**src/rtl/riscv_types_pkg.sv**
```systemverilog
// Shared branch-predictor types and default sizing for the predictor update path.
package riscv_types_pkg;

  typedef struct packed {
    logic [31:0] pc;
    logic [31:0] target;
    logic        taken;
    logic        mispredict;
    logic        is_cond;
  } branch_update_t;

  typedef enum logic [0:0] {
    S_INIT = 1'b0,
    S_RUN  = 1'b1
  } bp_ctrl_state_e;

  localparam int BP_UPD_FIFO_DEPTH = 4;
  localparam int BP_INIT_ENTRIES   = 4096;
  localparam int BP_STARVE_LIMIT   = 3;

endpackage

```
**src/rtl/bp_update_fifo.sv**
```systemverilog
// Small synchronous FIFO of branch resolutions; clear wins over push and pop.
module bp_update_fifo
  import riscv_types_pkg::*;
#(
  parameter int DEPTH = BP_UPD_FIFO_DEPTH
) (
  input  logic                   clk_i,
  input  logic                   rst_i,
  input  logic                   clear_i,
  input  logic                   push_i,
  input  branch_update_t         data_i,
  input  logic                   pop_i,
  output branch_update_t         head_o,
  output logic                   full_o,
  output logic                   empty_o,
  output logic [$clog2(DEPTH):0] count_o
);

  localparam int PTR_W = $clog2(DEPTH);
  localparam int CNT_W = PTR_W + 1;

  branch_update_t   mem_r [DEPTH];
  logic [PTR_W-1:0] wr_ptr_r;
  logic [PTR_W-1:0] rd_ptr_r;
  logic [CNT_W-1:0] count_r;
  logic             do_push_s;
  logic             do_pop_s;

  assign full_o    = (count_r == CNT_W'(DEPTH));
  assign empty_o   = (count_r == {CNT_W{1'b0}});
  assign do_push_s = push_i && !full_o && !clear_i;
  assign do_pop_s  = pop_i && !empty_o && !clear_i;
  assign head_o    = empty_o ? {$bits(branch_update_t){1'b0}} : mem_r[rd_ptr_r];
  assign count_o   = count_r;

  // Pointers, occupancy and storage; pointers wrap naturally at the power-of-two depth.
  always_ff @(posedge clk_i) begin
    if (rst_i) begin
      wr_ptr_r <= {PTR_W{1'b0}};
      rd_ptr_r <= {PTR_W{1'b0}};
      count_r  <= {CNT_W{1'b0}};
      for (int i = 0; i < DEPTH; i++) begin
        mem_r[i] <= {$bits(branch_update_t){1'b0}};
      end
    end else if (clear_i) begin
      wr_ptr_r <= {PTR_W{1'b0}};
      rd_ptr_r <= {PTR_W{1'b0}};
      count_r  <= {CNT_W{1'b0}};
    end else begin
      if (do_push_s) begin
        mem_r[wr_ptr_r] <= data_i;
        wr_ptr_r        <= wr_ptr_r + PTR_W'(1'b1);
      end
      if (do_pop_s) begin
        rd_ptr_r <= rd_ptr_r + PTR_W'(1'b1);
      end
      case ({do_push_s, do_pop_s})
        2'b10:   count_r <= count_r + CNT_W'(1'b1);
        2'b01:   count_r <= count_r - CNT_W'(1'b1);
        default: count_r <= count_r;
      endcase
    end
  end

endmodule

```
**src/rtl/bp_update_ctrl.sv**
```systemverilog
// Sequences predictor table writes: post-reset/flush index sweep, then arbitration
// of the single table port between Fetch lookups and queued branch updates.
module bp_update_ctrl
  import riscv_types_pkg::*;
#(
  parameter int FIFO_DEPTH   = BP_UPD_FIFO_DEPTH,
  parameter int INIT_ENTRIES = BP_INIT_ENTRIES,
  parameter int STARVE_LIMIT = BP_STARVE_LIMIT
) (
  input  logic                          clk_i,
  input  logic                          rst_i,
  input  logic                          upd_valid_i,
  input  branch_update_t                upd_i,
  output logic                          upd_ready_o,
  input  logic                          lookup_req_i,
  output logic                          lookup_stall_o,
  input  logic                          flush_req_i,
  output logic                          pred_upd_valid_o,
  output branch_update_t                pred_upd_o,
  output logic                          init_valid_o,
  output logic [$clog2(INIT_ENTRIES)-1:0] init_index_o,
  output logic                          pred_disable_o,
  output logic [$clog2(FIFO_DEPTH):0]   count_o
);

  localparam int                IDX_W    = $clog2(INIT_ENTRIES);
  localparam int                WAIT_W   = $clog2(STARVE_LIMIT + 1);
  localparam logic [IDX_W-1:0]  LAST_IDX = IDX_W'(INIT_ENTRIES - 1);
  localparam logic [WAIT_W-1:0] WAIT_MAX = WAIT_W'(STARVE_LIMIT);

  bp_ctrl_state_e    state_r;
  bp_ctrl_state_e    state_next_s;
  logic [IDX_W-1:0]  index_r;
  logic [IDX_W-1:0]  index_next_s;
  logic [WAIT_W-1:0] wait_r;
  logic [WAIT_W-1:0] wait_next_s;
  logic              init_active_r;
  logic              in_run_s;
  logic              ready_s;
  logic              grant_s;
  logic              push_s;
  logic              fifo_full_s;
  logic              fifo_empty_s;
  branch_update_t    head_s;

  bp_update_fifo #(
    .DEPTH (FIFO_DEPTH)
  ) u_fifo (
    .clk_i   (clk_i),
    .rst_i   (rst_i),
    .clear_i (flush_req_i),
    .push_i  (push_s),
    .data_i  (upd_i),
    .pop_i   (grant_s),
    .head_o  (head_s),
    .full_o  (fifo_full_s),
    .empty_o (fifo_empty_s),
    .count_o (count_o)
  );

  // Next state and sweep index; a flush in either state restarts the sweep at 0.
  always_comb begin
    state_next_s = state_r;
    index_next_s = index_r;
    case (state_r)
      S_INIT: begin
        if (flush_req_i) begin
          state_next_s = S_INIT;
          index_next_s = {IDX_W{1'b0}};
        end else if (index_r == LAST_IDX) begin
          state_next_s = S_RUN;
          index_next_s = {IDX_W{1'b0}};
        end else begin
          state_next_s = S_INIT;
          index_next_s = index_r + IDX_W'(1'b1);
        end
      end
      S_RUN: begin
        if (flush_req_i) begin
          state_next_s = S_INIT;
        end else begin
          state_next_s = S_RUN;
        end
        index_next_s = {IDX_W{1'b0}};
      end
      default: begin
        state_next_s = S_INIT;
        index_next_s = {IDX_W{1'b0}};
      end
    endcase
  end

  // Port arbitration: a queued update takes the port when Fetch is idle, the
  // queue is full, or the head has been denied long enough.
  always_comb begin
    in_run_s = (state_r == S_RUN);
    ready_s  = 1'b0;
    grant_s  = 1'b0;
    if (in_run_s && !flush_req_i) begin
      ready_s = !fifo_full_s;
      grant_s = !fifo_empty_s &&
                (!lookup_req_i || fifo_full_s || (wait_r >= WAIT_MAX));
    end else begin
      ready_s = 1'b0;
      grant_s = 1'b0;
    end
  end

  // Starvation counter: counts denied head cycles, saturating at the limit.
  always_comb begin
    wait_next_s = wait_r;
    if (flush_req_i || grant_s) begin
      wait_next_s = {WAIT_W{1'b0}};
    end else if (in_run_s && !fifo_empty_s) begin
      wait_next_s = (wait_r >= WAIT_MAX) ? WAIT_MAX : wait_r + WAIT_W'(1'b1);
    end else begin
      wait_next_s = wait_r;
    end
  end

  assign push_s           = upd_valid_i && ready_s;
  assign upd_ready_o      = ready_s;
  assign pred_upd_valid_o = grant_s;
  assign pred_upd_o       = head_s;
  assign lookup_stall_o   = grant_s && lookup_req_i;
  assign init_valid_o     = init_active_r;
  assign pred_disable_o   = init_active_r;
  assign init_index_o     = index_r;

  // Control state registers; init_active_r mirrors S_INIT as a clean registered strobe.
  always_ff @(posedge clk_i) begin
    if (rst_i) begin
      state_r       <= S_INIT;
      index_r       <= {IDX_W{1'b0}};
      wait_r        <= {WAIT_W{1'b0}};
      init_active_r <= 1'b1;
    end else begin
      state_r       <= state_next_s;
      index_r       <= index_next_s;
      wait_r        <= wait_next_s;
      init_active_r <= (state_next_s == S_INIT);
    end
  end

endmodule
```
**config.mk**
```make
export PLATFORM = sky130hd
export DESIGN_NAME = bp_update_ctrl
export DESIGN_NICKNAME = d
export VERILOG_FILES = /design/src/rtl/riscv_types_pkg.sv /design/src/rtl/bp_update_fifo.sv /design/src/rtl/bp_update_ctrl.sv
export SDC_FILE = /design/constraint.sdc
export NUM_CORES = 1
export LEC_CHECK = 0
export ABC_AREA = 1
export CAP_MARGIN = 10
export CORE_MARGIN = 4
export CORE_UTILIZATION = 55
export DETAILED_ROUTE_END_ITERATION = 8
export GPL_ROUTABILITY_DRIVEN = 0
export PLACE_DENSITY_LB_ADDON = 0.25
export SETUP_SLACK_MARGIN = 0.2
export SLEW_MARGIN = 25
export SYNTH_ARGS = -nofsm -noshare
export SYNTH_HDL_FRONTEND = slang
export SYNTH_SLANG_ARGS = --single-unit
```
**constraint.sdc**
```tcl
create_clock -name clk_i -period 8.8 [get_ports clk_i]
set_input_delay 1.76 -clock clk_i [delete_from_list [all_inputs] [get_ports clk_i]]
set_output_delay 1.76 -clock clk_i [all_outputs]
set_load 0.02 [all_outputs]
```
* Yosys cells after proc, flatten, opt, wreduce, memory -nomap -nowiden *
Memories as Yosys holds them, arrays and structs flattened. A register that Yosys moved wholly into a read port is not among the register bits.
Index checks and enable logic that the tools add are counted.

cells by class
  muxes and demuxes = 23
  bitwise operators = 2
  equal/unequal tests = 4
  $add $sub $neg = 6
  order comparisons = 1
  reduce and logical (&&, ||, !) cells = 21

operator list
  cell                                                 number
  two-way mux 67 bit                                   2
  OR reduction 67 bit                                  1
  two-way mux 12 bit                                   2
  one-hot mux 12 bit (2 select lines)                  1
  adder 12 x 1 -> 12 bit, second input constant        1
  equality test 12 bit, second input constant          1
  two-way mux 1 bit                                    12
  logical AND 1 bit                                    9
  two-way mux 2 bit                                    4
  adder 2 x 1 -> 2 bit, second input constant          3
  one-hot mux 3 bit (2 select lines)                   1
  logical NOT 1 bit                                    4
  OR reduction 2 bit                                   2
  adder 3 x 1 -> 3 bit, second input constant          1
  equality test 3 bit, second input constant           1
  logical NOT 3 bit                                    1
  logical OR 1 bit                                     3
  subtractor 3 x 1 -> 3 bit, second input constant     1
  equality test 2 x 1 -> 1 bit, second input constant  1
  equality test 2 bit, second input constant           1
  >= comparator 2 bit, second input constant           1
  NOT 1 bit                                            2
  one-hot mux 1 bit (2 select lines)                   1
  nonzero test 2 bit                                   1

word-level totals
  input port bits = 72
  memory bits (writable) = 268
  output and inout bits = 87
  logic and storage cells = 65
  register bits = 23
  memories = 1

memory list
  memory        depth  bits a word  read ports  clocked after memory_dff  write ports  RTL line              source
  u_fifo.mem_r  4      67           1           1                         4            bp_update_fifo.sv:22  branch_update_t mem_r [DEPTH];

* Longest topological paths before layout *
  depth after elaboration = 12
  gate-level depth with buffers = 14
  depth with buffers taken out = 14

* Hierarchy *
Synthesis repeated with hierarchy kept, for this count alone.

second synthesis, totals
  cell total of the unflattened synthesis = 1335
  area, all modules = 12977.4 um^2

by module, submodules not included
  module          area each (um^2)  seq. area each (um^2)  times used  cells an instance
  bp_update_fifo  12243.0           8227.9                 1           1231
  bp_update_ctrl  734.5             320.3                  1           104

* Least setup slack after synthesis *
Ideal clock, no wire load.

  path type = input-to-reg
  start = input flush_req_i
  end = memory u_fifo.mem_r[0][0] (netlist bit) (enable)
  cell stages on the path = 3
  setup time = 0.585 ns
  data required time = 8.215 ns
  arrival = 6.741 ns
  buffers on the path = 0
  setup slack = 1.475 ns
  cells stage by stage = nor2_4 -> nand3_4 -> o21ai_0

RTL lines
  item             RTL line              source
  start, declared  bp_update_ctrl.sv:17  input logic flush_req_i,
  end, declared    bp_update_fifo.sv:22

==> results.toml <==
[outcome]
run_status = "finished, final reports clean"

[clocking]
ctsRootBufferMaster = "clkbuf_16"
clockBufferDepth = 3
post-cts-setup-buffer-count = 0
clkSinkCount = 293
cts-buffers-inserted = 30
cts_resized = 0
post_cts_hold_buffer_count = 0
cts_tree = "yes"
clk_pin_slew_worst_paths_ns = 0.06
clk-insertion-delay-late_ns = 0.54
cts.htree.levels = 1

[setup_path]
sort_of_element_at_the_start_of_the_critical_path = "register"
worst_ep_required_time_ns = 7.04
cp_data_arrival_time_ns = 3.63
timing.setup.critical_path_class = "register to output port"
crit_fanout = 70
cell_by_cell_listing_of_the_critical_path = "clkinv_2 -> buf_4 -> o21ai_0 -> a21oi_1 -> clkdlybuf4s50_1"
critical-path-max-stage-delay_ns = 0.79
critical_register_to_register_path_startpoint = "u_fifo.count_o[0]"
slowest_stage = "clkinv_2"
crit_path_end_kind = "output port"

[sta]
achievable-frequency_mhz = 185
slew-limit-headroom_pct = 33.7
period_share_pct = 61.3
worst-slew-pin-transition_ns = 0.992
setup_viol = 0
fin_worst_skew_ns = 0.0133
final.min_clock_period_ns = 5.39
hold_viol = 0
hold_slack_ns = 0.474
setup_tns_ns = 0
final_max_slew_viols = 0
rsz0062_at_grt = "no"

[synthesis]
ys_seq_area_share_pct = 65.0
avgSynthCellArea_um2 = 9.93
mappedNetlistArea_um2 = 13200
synthesis.yosys.warnings = 0
synth-seq-cells = 293
syn_nets = 1399
postSynthCellCount = 1324
synthDistinctLibCells = 26

[grt]
first_global_vias = 9637
antenna_found_initial = 0
first_pass_grt_wire_length_mm = 49.4
grt-ovfl-total = 0
groute.usage.overall_pct = 23.6
grt_max_degree = 98

[floorplanning]
die_area_um2 = 26500
die-height_um = 163
chipWidth_um = 163
rows = 56
floorplan.io_pins = 159
initial_utilization_pct = 56.0
core_area_um2 = 23500

[placed_design]
dpl.cell_count = 1735
dpl_cell_area_um2 = 14900
place.port_buffers = 158
dpl.hpwl_mm = 16.7

[detailed_routing]
drt_pass1_iterations = 7
detailroute.via_count = 9646
route.antenna.remaining_nets = 0
initialDrtViolationCount = 838
totalWireLength_mm = 31.5
routed_wire_length_per_instance_um = 17.6
routed_via_density = 5.38
post-route-drc-count = 0

[finish]
finish.utilization_pct = 67.9
final_layout_size_suffix_gt1_share_pct = 7.26
design_area_um2 = 15900
final_instance_count_without_filler_cells = 1792
filler_cell_count = 1765
finish.net_count = 1524
areaGrowthSynthToFinish_pct = 21.2
sequential_cell_area_um2 = 8550
num_antenna_cells = 0
area_taken_by_multi_input_logic_gates_um2 = 3900

[power]
worst_ir_drop_vdd_mv = 0.170
leakagePower_nw = 6.37
power.density_nw_per_um2 = 182

[worst_hold_path]
hp-start = "wait_r[1]"
holdCritPathClass = "register to register"

[run]
cap_violations = 0
-- layout by cell type (no fill, tap or decap), drive strengths merged --
cell and n:
a21oi 83, buf 16, bufinv 3, clkbuf 38, clkdlybuf4s50 158, clkinv 15, dfxtp 25, edfxtp 268
fa 1, ha 2, inv 97, nand2 108, nand3 13, nand3b 1, nand4 1, nor2 496
o21ai 142, or2 1, xnor2 3, xor2 2
-- logic make-up after synthesis --
kind of cell	share of synthesized area (%)
buf+inv	5.84
compound gates	8.56
flops	65.0
xor+xnor	0.333
fa+ha+maj	0.342
simple gates	19.9
-- where the power goes --
group,switching [W],leakage (nW),internal (W),total [W]
sequential,0.0000109,2.97,0.00156,0.00157
clock,0.000503,0.466,0.000728,0.00123
combinational,0.0000565,2.93,0.0000413,0.0000978
total,0.000570,6.37,0.00233,0.00290
-- sequential cells by signal, summed over array words and instances, names as in the netlist, named ones only --
name and flops:
init_valid_o 1, u_fifo.rd_ptr_r 2, init_index_o 12, u_fifo.count_o 3, u_fifo.mem_r 268, wait_r 2
u_fifo.wr_ptr_r 2, in_run_s 1
-- stage by stage --
step	worst slack [ns]	power [W]
after floorplan	1.47	0.00164
after global placement	3.76	0.00169
after detailed placement	3.75	0.00169
after CTS	3.40	0.00291
after global routing	3.16	0.00298
final	3.41	0.00290
-- cells in the mapped netlist --
library cell	number	area [um^2]
nand4_1	1	6.26
nor2_1	488	1830
ha_1	2	25.0
edfxtp_1	268	8050
a21oi_1	83	415
or2_2	1	6.26
nor2_2	6	37.5
buf_12	3	60.1
buf_2	29	145
nand3_4	1	17.5
nand2_4	30	338
clkbuf_1	46	173
nor2_4	2	22.5
fa_1	1	20.0
xnor2_1	3	26.3
nand2_1	78	293
buf_8	1	15.0
nand3_1	12	60.1
inv_1	94	353
buf_4	1	7.51
buf_1	1	3.75
xor2_1	2	17.5
nand3b_1	1	7.51
inv_2	3	11.3
dfxtp_1	25	500
o21ai_0	142	711
-- path summary, 6_finish.rpt --
| path | cells after the start | slack [ns] | end |
|---|---|---|---|
| min reg2reg | 2 | 0.47 | wait_r[1] |
| max | 5 | 3.41 | pred_upd_o[56] |
| max reg2reg | 7 | 6.18 | u_fifo.mem_r[2][15] |
| min | 2 | 0.47 | wait_r[1] |
-- area by class of cell --
type | count | area share [%]
clock buffer | 38 | 5.03
clock inverter | 18 | 0.973
inverter | 97 | 2.29
multi-input combinational | 853 | 24.5
sequential | 293 | 53.7
tap | 319 | 2.50
timing repair buffer | 174 | 11.1
-- worst max-delay path, delay by kind of cell, from the launching register on --
family | cells | cell delay (ns)
buf+inv | 3 | 2.02
flops | 1 | 0.62
compound gates | 2 | 0.41
-- metal layers --
| metal | global-route usage [%] | up-vias | wire (um) |
|---|---|---|---|
| li1 | - | 4617 | - |
| met1 | 31.1 | 4602 | 12700 |
| met2 | 41.3 | 376 | 15800 |
| met3 | 3.11 | 51 | 2260 |
| met4 | 6.79 | 0 | 773 |
| met5 | 0 | - | 0 |
Power figures use the tool's default switching activity.
